$ cat src/rtl/router_pkg.sv
// Shared definitions for the router datapath register stage: default widths,
// header field positions and the skid buffer entry layout.
package router_pkg;

    localparam int DEF_DATA_W = 8;
    localparam int DEF_ADDR_W = 2;

    // Header layout: destination in the low bits, expected length above it
    localparam int HDR_ADDR_LSB = 0;
    localparam int HDR_LEN_LSB  = HDR_ADDR_LSB + DEF_ADDR_W;

    // Skid entry: tag bit marks the trailing parity byte
    typedef struct packed {
        logic                  is_par;
        logic [DEF_DATA_W-1:0] data;
    } skid_entry_t;

endpackage

$ cat src/rtl/router_skid_buf.sv
// Small circular FIFO that holds bytes arriving while the destination FIFO is
// full. A pop and a push in the same cycle are allowed, even when full.
module router_skid_buf #(
    parameter int WIDTH = 9,
    parameter int DEPTH = 2,
    parameter int CNT_W = $clog2(DEPTH + 1)
) (
    input  logic             clock,
    input  logic             resetn,
    input  logic             clr,
    input  logic             push,
    input  logic             pop,
    input  logic [WIDTH-1:0] wdata,
    output logic [WIDTH-1:0] rdata,
    output logic [CNT_W-1:0] count,
    output logic             full,
    output logic             empty
);

    localparam int               PTR_W   = (DEPTH > 1) ? $clog2(DEPTH) : 1;
    localparam logic [PTR_W-1:0] LAST    = PTR_W'(DEPTH - 1);
    localparam logic [CNT_W-1:0] DEPTH_C = CNT_W'(DEPTH);

    logic [WIDTH-1:0] mem [DEPTH];
    logic [PTR_W-1:0] wr_ptr;
    logic [PTR_W-1:0] rd_ptr;
    logic             do_push;
    logic             do_pop;

    assign empty   = (count == '0);
    assign full    = (count == DEPTH_C);
    assign do_pop  = pop && !empty;
    assign do_push = push && (!full || do_pop);
    assign rdata   = mem[rd_ptr];

    // Pointer wrap and occupancy tracking; clr flushes the buffer
    always_ff @(posedge clock or negedge resetn) begin
        if (!resetn) begin
            wr_ptr <= '0;
            rd_ptr <= '0;
            count  <= '0;
        end else if (clr) begin
            wr_ptr <= '0;
            rd_ptr <= '0;
            count  <= '0;
        end else begin
            if (do_push) wr_ptr <= (wr_ptr == LAST) ? '0 : wr_ptr + 1'b1;
            if (do_pop)  rd_ptr <= (rd_ptr == LAST) ? '0 : rd_ptr + 1'b1;
            case ({do_push, do_pop})
                2'b10:   count <= count + 1'b1;
                2'b01:   count <= count - 1'b1;
                default: ;
            endcase
        end
    end

    // Entry storage
    always_ff @(posedge clock or negedge resetn) begin
        if (!resetn) begin
            for (int i = 0; i < DEPTH; i++) mem[i] <= '0;
        end else if (do_push && !clr) begin
            mem[wr_ptr] <= wdata;
        end
    end

endmodule

$ cat src/rtl/router_reg_gen.sv
// Router datapath register stage: latches the header, forwards payload to the
// FIFO write bus, absorbs bytes during FIFO-full in a skid buffer and checks
// the trailing parity byte.
// Optional build macro ROUTER_LEN_CHECK_EN adds a payload length check driven
// by the upper header bits; without it len_err is tied low.
module router_reg_gen
    import router_pkg::*;
#(
    parameter int DATA_W     = DEF_DATA_W,
    parameter int ADDR_W     = DEF_ADDR_W,
    parameter int NUM_DEST   = 3,
    parameter int SKID_DEPTH = 2,
    parameter int CNT_W      = $clog2(SKID_DEPTH + 1)
) (
    input  logic              clock,
    input  logic              resetn,
    input  logic              pkt_valid,
    input  logic [DATA_W-1:0] data_in,
    input  logic              fifo_full,
    input  logic              detect_add,
    input  logic              lfd_state,
    input  logic              ld_state,
    input  logic              laf_state,
    input  logic              full_state,
    input  logic              rst_int_reg,
    output logic [DATA_W-1:0] dout,
    output logic              dout_valid,
    output logic              skid_empty,
    output logic [CNT_W-1:0]  skid_count,
    output logic              low_pkt_valid,
    output logic              parity_done,
    output logic              err,
    output logic              len_err
);

    localparam int              LEN_W      = DATA_W - ADDR_W;
    localparam logic [ADDR_W:0] NUM_DEST_C = (ADDR_W + 1)'(NUM_DEST);

    logic [DATA_W-1:0] hdr;
    logic [DATA_W-1:0] int_par;
    logic [DATA_W-1:0] pkt_par;
    logic              ovf;
    logic              chk_done;
    logic              len_bad;

    logic              hdr_cap;
    logic              dir_wr;
    logic              skid_push;
    logic              skid_pop;
    logic              drop;
    logic              accept;
    logic              wr_is_par;
    logic              skid_full;
    logic [DATA_W:0]   skid_in;
    logic [DATA_W:0]   skid_head;

    // full_state needs no action here: bytes are only taken in ld_state
    logic unused_full_state;
    assign unused_full_state = full_state;

    assign skid_in = {~pkt_valid, data_in};

    router_skid_buf #(
        .WIDTH (DATA_W + 1),
        .DEPTH (SKID_DEPTH),
        .CNT_W (CNT_W)
    ) u_skid (
        .clock  (clock),
        .resetn (resetn),
        .clr    (hdr_cap),
        .push   (skid_push),
        .pop    (skid_pop),
        .wdata  (skid_in),
        .rdata  (skid_head),
        .count  (skid_count),
        .full   (skid_full),
        .empty  (skid_empty)
    );

    // Decode the cycle's action: header capture, direct write, skid push/pop or drop
    always_comb begin
        hdr_cap   = detect_add && pkt_valid &&
                    ({1'b0, data_in[HDR_ADDR_LSB +: ADDR_W]} < NUM_DEST_C);
        dir_wr    = 1'b0;
        skid_push = 1'b0;
        skid_pop  = 1'b0;
        drop      = 1'b0;
        if (ld_state) begin
            if (fifo_full) begin
                if (skid_full) drop = 1'b1;
                else           skid_push = 1'b1;
            end else if (skid_empty) begin
                dir_wr = 1'b1;
            end else begin
                skid_pop  = 1'b1;
                skid_push = 1'b1;
            end
        end else if (laf_state && !fifo_full && !skid_empty) begin
            skid_pop = 1'b1;
        end
        accept    = ld_state && !drop;
        wr_is_par = !lfd_state && ((dir_wr && !pkt_valid) || (skid_pop && skid_head[DATA_W]));
    end

    // FIFO write bus: header, direct payload, or skid head, in that priority
    always_ff @(posedge clock or negedge resetn) begin
        if (!resetn) begin
            dout       <= '0;
            dout_valid <= 1'b0;
        end else if (lfd_state) begin
            dout       <= hdr;
            dout_valid <= 1'b1;
        end else if (dir_wr) begin
            dout       <= data_in;
            dout_valid <= 1'b1;
        end else if (skid_pop) begin
            dout       <= skid_head[DATA_W-1:0];
            dout_valid <= 1'b1;
        end else begin
            dout_valid <= 1'b0;
        end
    end

`ifdef ROUTER_LEN_CHECK_EN
    logic [LEN_W-1:0] byte_cnt;

    assign len_bad = (byte_cnt != hdr[HDR_ADDR_LSB + ADDR_W +: LEN_W]);

    // Count every payload byte presented in ld_state, dropped ones included
    always_ff @(posedge clock or negedge resetn) begin
        if (!resetn)                     byte_cnt <= '0;
        else if (hdr_cap)                byte_cnt <= '0;
        else if (ld_state && pkt_valid)  byte_cnt <= byte_cnt + 1'b1;
    end
`else
    assign len_bad = 1'b0;
`endif

    // Header, parity accumulation and end-of-packet error evaluation
    always_ff @(posedge clock or negedge resetn) begin
        if (!resetn) begin
            hdr         <= '0;
            int_par     <= '0;
            pkt_par     <= '0;
            ovf         <= 1'b0;
            parity_done <= 1'b0;
            err         <= 1'b0;
            len_err     <= 1'b0;
            chk_done    <= 1'b0;
        end else if (hdr_cap) begin
            hdr         <= data_in;
            int_par     <= '0;
            pkt_par     <= '0;
            ovf         <= 1'b0;
            parity_done <= 1'b0;
            err         <= 1'b0;
            len_err     <= 1'b0;
            chk_done    <= 1'b0;
        end else begin
            if (lfd_state)                  int_par <= hdr;
            else if (accept && pkt_valid)   int_par <= int_par ^ data_in;
            if (accept && !pkt_valid)       pkt_par <= data_in;
            if (drop)                       ovf <= 1'b1;
            if (wr_is_par)                  parity_done <= 1'b1;
            if (parity_done && !chk_done) begin
                err      <= (int_par != pkt_par) || ovf || len_bad;
                len_err  <= len_bad;
                chk_done <= 1'b1;
            end
        end
    end

    // Parity-byte-accepted flag; the FSM clear wins over a new set
    always_ff @(posedge clock or negedge resetn) begin
        if (!resetn)                      low_pkt_valid <= 1'b0;
        else if (rst_int_reg)             low_pkt_valid <= 1'b0;
        else if (accept && !pkt_valid)    low_pkt_valid <= 1'b1;
    end

endmodule

$ cat config.mk
export PLATFORM = sky130hd
export DESIGN_NAME = router_reg_gen
export DESIGN_NICKNAME = d
export VERILOG_FILES = /design/src/rtl/router_pkg.sv /design/src/rtl/router_skid_buf.sv /design/src/rtl/router_reg_gen.sv
export SDC_FILE = /design/constraint.sdc
export NUM_CORES = 1
export LEC_CHECK = 0
export ABC_CLOCK_PERIOD_IN_PS = 2000
export CAP_MARGIN = 20
export CORE_UTILIZATION = 25
export CTS_BUF_LIST = sky130_fd_sc_hd__clkbuf_16
export CTS_CLUSTER_SIZE = 12
export DETAILED_ROUTE_END_ITERATION = 10
export GPL_TIMING_DRIVEN = 0
export MAX_ROUTING_LAYER = met4
export PLACE_DENSITY = 0.49
export SLEW_MARGIN = 20
export SYNTH_ARGS = -nofsm -noshare
export SYNTH_HDL_FRONTEND = slang
export SYNTH_SLANG_ARGS = --single-unit
$ cat constraint.sdc
create_clock -name clock -period 2 [get_ports clock]
set_input_delay 0.6 -clock clock [delete_from_list [all_inputs] [get_ports clock]]
set_output_delay 0.6 -clock clock [all_outputs]
set_load 0.005 [all_outputs]
Word level (Yosys, flattened, before mapping)
Index checks and enable logic that the tools add are counted.

Equality and inequality tests: 4. Mux-type cells: 50. $lt $le $gt $ge: 4. Bitwise gates (word level): 4. Reductions and logical operators: 37. Add/subtract/negate cells: 4.

Operator list (count): 8-bit 2-to-1 mux (8); 9-bit 2-to-1 mux (4); 1-bit 2-to-1 mux (34); 18-bit bitwise mux (1); 1-bit logical AND (15); 2-bit nonzero test (7); 9-bit demux with 1-bit select (1); 3-bit nonzero test (3); 1-bit logical NOT (8); 8-bit inequality test (1); 8-bit bitwise XOR (1); 2-bit equality test (second input constant) (2); 2-bit >= comparator (second input constant) (2); 1-bit inverter with 2-bit output (2); 2-bit case mux with 2 select lines (1); 1-bit logical OR (3); 1-bit adder (second input constant) (2); 2-bit by 1-bit adder with 2-bit output (second input constant) (1); 2-bit by 1-bit equality test with 1-bit output (second input constant) (1); 2-bit logical NOT (1); 2-bit by 1-bit less-than comparator with 1-bit output (second input constant) (1); 2-bit less-than comparator (second input constant) (1); 2-bit 2-to-1 mux (1); 2-bit by 1-bit subtractor with 2-bit output (second input constant) (1); 1-bit inverter (1).

Output and inout bits: 16. Logic and storage cells: 119. Input bits: 18. Register bits: 61.

Logic depth before layout (Yosys ltp)
Depth in word-level cells: 11. Mapped depth: 6.

By module
From an unflattened synthesis, not the netlist that was laid out.

Cell total of the unflattened synthesis: 272. Area, all modules: 2922.8 sq um.

By module, submodules not included: router_reg_gen (sequential area each 950.9 sq um, cells an instance 199, instances 1, area an instance 1890.6 sq um); router_skid_buf (sequential area each 550.5 sq um, cells an instance 73, instances 1, area an instance 1032.2 sq um).

Least setup slack after synthesis
OpenSTA, ideal clock, no wires.

Kind: input to register. From: input port data_in[0]. To: register u_skid.mem[0] (netlist name). Arrival time: 1.772 ns. Buffers on the path: 2. Slack: 0.103 ns. Stages on the path: 5. Path through: clkbuf_1 a21oi_2 or3b_1 buf_6 mux2_4.

Longest elaborated chain between the ends: 4. Elaborated cells between the ends (all ways): 5. Those cells by class: order compare (1); mux (1); reduce/logical (3).

RTL lines: start: declaration (line router_reg_gen.sv:18) `input logic [DATA_W-1:0] data_in,`; 2-bit less-than comparator (line router_reg_gen.sv:83) `({1'b0, data_in[HDR_ADDR_LSB +: ADDR_W]} < NUM_DEST_C);`; 1-bit logical AND (line router_reg_gen.sv:82) `hdr_cap = detect_add && pkt_valid &&`; 1-bit logical NOT (line router_skid_buf.sv:61) `end else if (do_push && !clr) begin`; 1-bit logical AND (line router_skid_buf.sv:61); end signal: indexed assignment (line router_skid_buf.sv:62) `mem[wr_ptr] <= wdata;`; end: declaration (line router_skid_buf.sv:24) `logic [WIDTH-1:0] mem [DEPTH];`.

Parallel ways exist; a longest one is shown, timed or not. A chain may end at the register's enable or synchronous reset.

Worst setup path after layout
From: register u_skid.count[0]. To: output port skid_count[0].

RTL lines: start: declaration (line router_skid_buf.sv:15) `output logic [CNT_W-1:0] count,`; start signal: assignment (line router_skid_buf.sv:50) `2'b10: count <= count + 1'b1;`; start signal: assignment (line router_skid_buf.sv:51) `2'b01: count <= count - 1'b1;`; end: declaration (line router_reg_gen.sv:29) `output logic [CNT_W-1:0] skid_count,`.

No word-level cell between the ends.

==> results.cfg <==
[placed_design]
dp.cells = 459
place_hpwl_um = 5250
place_congestion = 0.770
portBuffers = 28
post-place-ws_ps = -654

[clocking]
clk_pin_slew_worst_paths_ps = 50
numCtsBuffers = 9
cts-root-buf = clkbuf_16
cts_tree = built
clockBufferDepth = 2
clock-sinks = 60
h-tree-depth = 3
clk_latency_ps = 330

[setup_path]
r2r-end = dout[5]$_DFFE_PN0P_
crit_arrival_ps = 1320
crit_chain = buf_4 > clkdlybuf4s50_1
worst-r2r-setup-slack_ps = 130
startpoint_type = register
r2r_start = u_skid.count[1]$_DFFE_PN0P_
slowest_delay_ps = 440
crit_required_ps = 1400
cp_max_fo = 5
slowest_stage = clkdlybuf4s50_1
r2r_cells = 6
path_class = reg -> out
cpLargestDelayFamily = buffers and inverters
cp_num_buf_inv = 2
crit_path_end_kind = primary output

[sta]
tightestPinTransition_ps = 702
setup_ws_ps = 76.9
fmax_mhz = 520
hold_violations = 0
fin_skew_ps = 8.64
period_needed_ps = 1920
slew_headroom_pct = 53.2
setup_viol_count_final = 0
slew_viol_final = 0
rsz0062_at_grt = no
period_share_pct = 96.2

[yosys]
synthFlopType = dfrtp_1
synthCells = 287
synthTopCellsByArea = dfrtp_1 51%, mux2_2 6.1%, nand2_1 5.0%
synthArstFlopShare_pct = 100
synth_area_um2 = 2940
avgSynthCellArea_um2 = 10.2
synth.top_cell.area_share_pct = 51.0
synth.distinct_cells = 41
synth_top_area_cell = dfrtp_1
synthTopCellsByCount = 60 x dfrtp_1, 39 x nand2_1, 25 x nor2_1, 19 x o21ai_0, 16 x mux2_2
ys_seq_area_share_pct = 51.0
yosysMostFrequentCell = dfrtp_1
ys_seq_elements = 60
synth_edf_count = 0
syn-num-nets = 305
yosys_warnings = 0

[floorplan]
start_util_pct = 25.8
fp.coreArea_um2 = 11400
die_area_um2 = 12200
die_h_um = 110
rows = 39
boundaryPins = 34
die_w_um = 110

[detailed_routing]
drc = 0
drtIter0Drc = 118
wl_per_cell_um = 15.3
drt-total-wl_um = 7330
dr.pass1.iters = 4
antenna_left = 0
vias = 2236
routed_via_density = 4.68

[finish]
layout.cells.non_filler = 478
multi_input_area_um2 = 1350
fillCellCount = 1201
num_antenna_cells = 0
utilization_pct = 32.9
nets = 349
drive_gt1_share_pct = 18.5
syn2layout_area_growth_pct = 27.9
regArea_um2 = 1500

[pwr]
p_leak_uw = 0.00160
switching_share_pct = 27.9
ir_drop_mv = 0.369
fin_total_pwr_uw = 4260
power_frac_comb_pct = 27.4
powerDensity_nw_per_um2 = 1130
seq_power_share_pct = 42.0
power_switching_uw = 1190
intPower_uw = 3070
clock_power_share_pct = 30.6

[global_routing]
grt_max_degree = 35
grt_pass1_vias = 2232
antenna_found_initial = 0
grt.total_usage_pct = 13.4
grt-ovfl-total = 0
grt_pass1_wl_um = 12300

[status]
status = finished, final reports clean

[min_path]
holdCritPathClass = in -> async

[run]
cap_violations = 0
-- layout by cell type (no fill, tap or decap), types with 3 or more instances in the layout --
master,netlist,final
nor2_1,25,24
nor3_1,11,10
clkinv_1,0,4
clkdlybuf4s50_1,0,23
or3_1,8,8
mux2i_1,11,11
o21ai_0,19,19
a21oi_1,6,6
dlygate4sd2_1,0,3
xnor2_1,10,10
a311oi_1,7,7
buf_4,1,9
nand2_1,39,38
inv_1,7,8
clkbuf_16,0,9
clkbuf_2,0,3
nand3_1,9,9
mux2_2,16,16
clkbuf_1,11,7
mux2_4,8,8
a211oi_1,7,7
dfrtp_1,60,59
-- power groups by stage --
stage	Sequential, uW	Combinational [uW]	Clock (uW)
2_1_floorplan	1770	732	0
3_3_place_gp	1800	1110	0
3_5_place_dp	1810	1120	0
4_1_cts	1790	1180	1330
5_1_grt	1830	1280	1390
6_report	1790	1170	1300
-- flip-flops by register name (all words and copies together), names as in the netlist --
| register | count |
|---|---|
| err | 1 |
| dout | 8 |
| low_pkt_valid | 1 |
| pkt_par | 8 |
| parity_done | 1 |
| int_par | 8 |
| chk_done | 1 |
| u_skid.rd_ptr | 1 |
| hdr | 8 |
| u_skid.mem | 18 |
| dout_valid | 1 |
| ovf | 1 |
| u_skid.wr_ptr | 1 |
| u_skid.count | 2 |
-- metrics by stage --
stage | hold slack [ps] | setup TNS (ps) | instance area, um2
after global routing | 237 | 0 | 3760
after global placement | 456 | -134940 | 3400
after floorplan | 304 | 0 | 2940
after CTS | 206 | 0 | 3760
final | 201 | 0 | 3760
after detailed placement | 459 | -28850 | 3420
-- how the worst max path moves through the flow --
stage	cells after the start	end	slack (ps)	from
after CTS	2	skid_count[0]	70	u_skid.count[0]$_DFFE_PN0P_
after floorplan	5	u_skid.mem[0]$_DFFE_PN0P_	100	data_in[0]
after global placement	1	u_skid.mem[15]$_DFFE_PN0P_	-1780	resetn
after detailed placement	6	u_skid.rd_ptr$_DFFE_PN0P_	-650	pkt_valid
final	2	skid_count[0]	80	u_skid.count[0]$_DFFE_PN0P_
after global routing	6	dout[4]$_DFFE_PN0P_	3	fifo_full
-- kinds of logic after synthesis --
family / after synthesis / synth area share [%]
and+or+nand+nor: 105 / 16.8
DFF: 60 / 51.0
AOI/OAI and AO/OA: 47 / 10.4
muxes: 35 / 14.0
buffers and inverters: 27 / 4.08
xor gates and xnor gates: 12 / 3.57
other: 1 / 0.127
-- worst reg2reg max path, stage by stage, from the launching register on --
cell     delay (ps)
dfrtp_1         390
buf_4           150
or4b_1          520
buf_6           160
o31ai_2         200
a21oi_1          70
mux2_2          270
-- routing by layer --
metal	global-route usage, %	part of all wire (%)	wire length, um	vias to the layer above
li1	-	-	-	1094
met5	-	0	0	-
met3	2.41	4.3	318	17
met1	18.0	48	3500	1073
met2	19.3	46	3350	52
met4	6.76	2.1	157	0
-- timing repair --
| action | CTS | global route |
|---|---|---|
| resized for setup | 21 | 5 |
| pin swaps | 2 | 0 |
| hold endpoints to repair | 0 | 0 |
| endpoints found under the setup margin | 51 | 3 |
| buffers inserted | 4 | 0 |
| hold buffers | 0 | 0 |
-- final cells by class --
type | count | share of cell area, %
flip-flops and latches | 60 | 39.9
multi-input cells | 200 | 35.9
repair buffers | 33 | 8.95
clock buffers | 9 | 5.99
well taps | 143 | 4.76
plain buffers | 20 | 3.16
inverters | 7 | 0.698
clock inverters | 6 | 0.632
(Power assumes the default switching activity.)
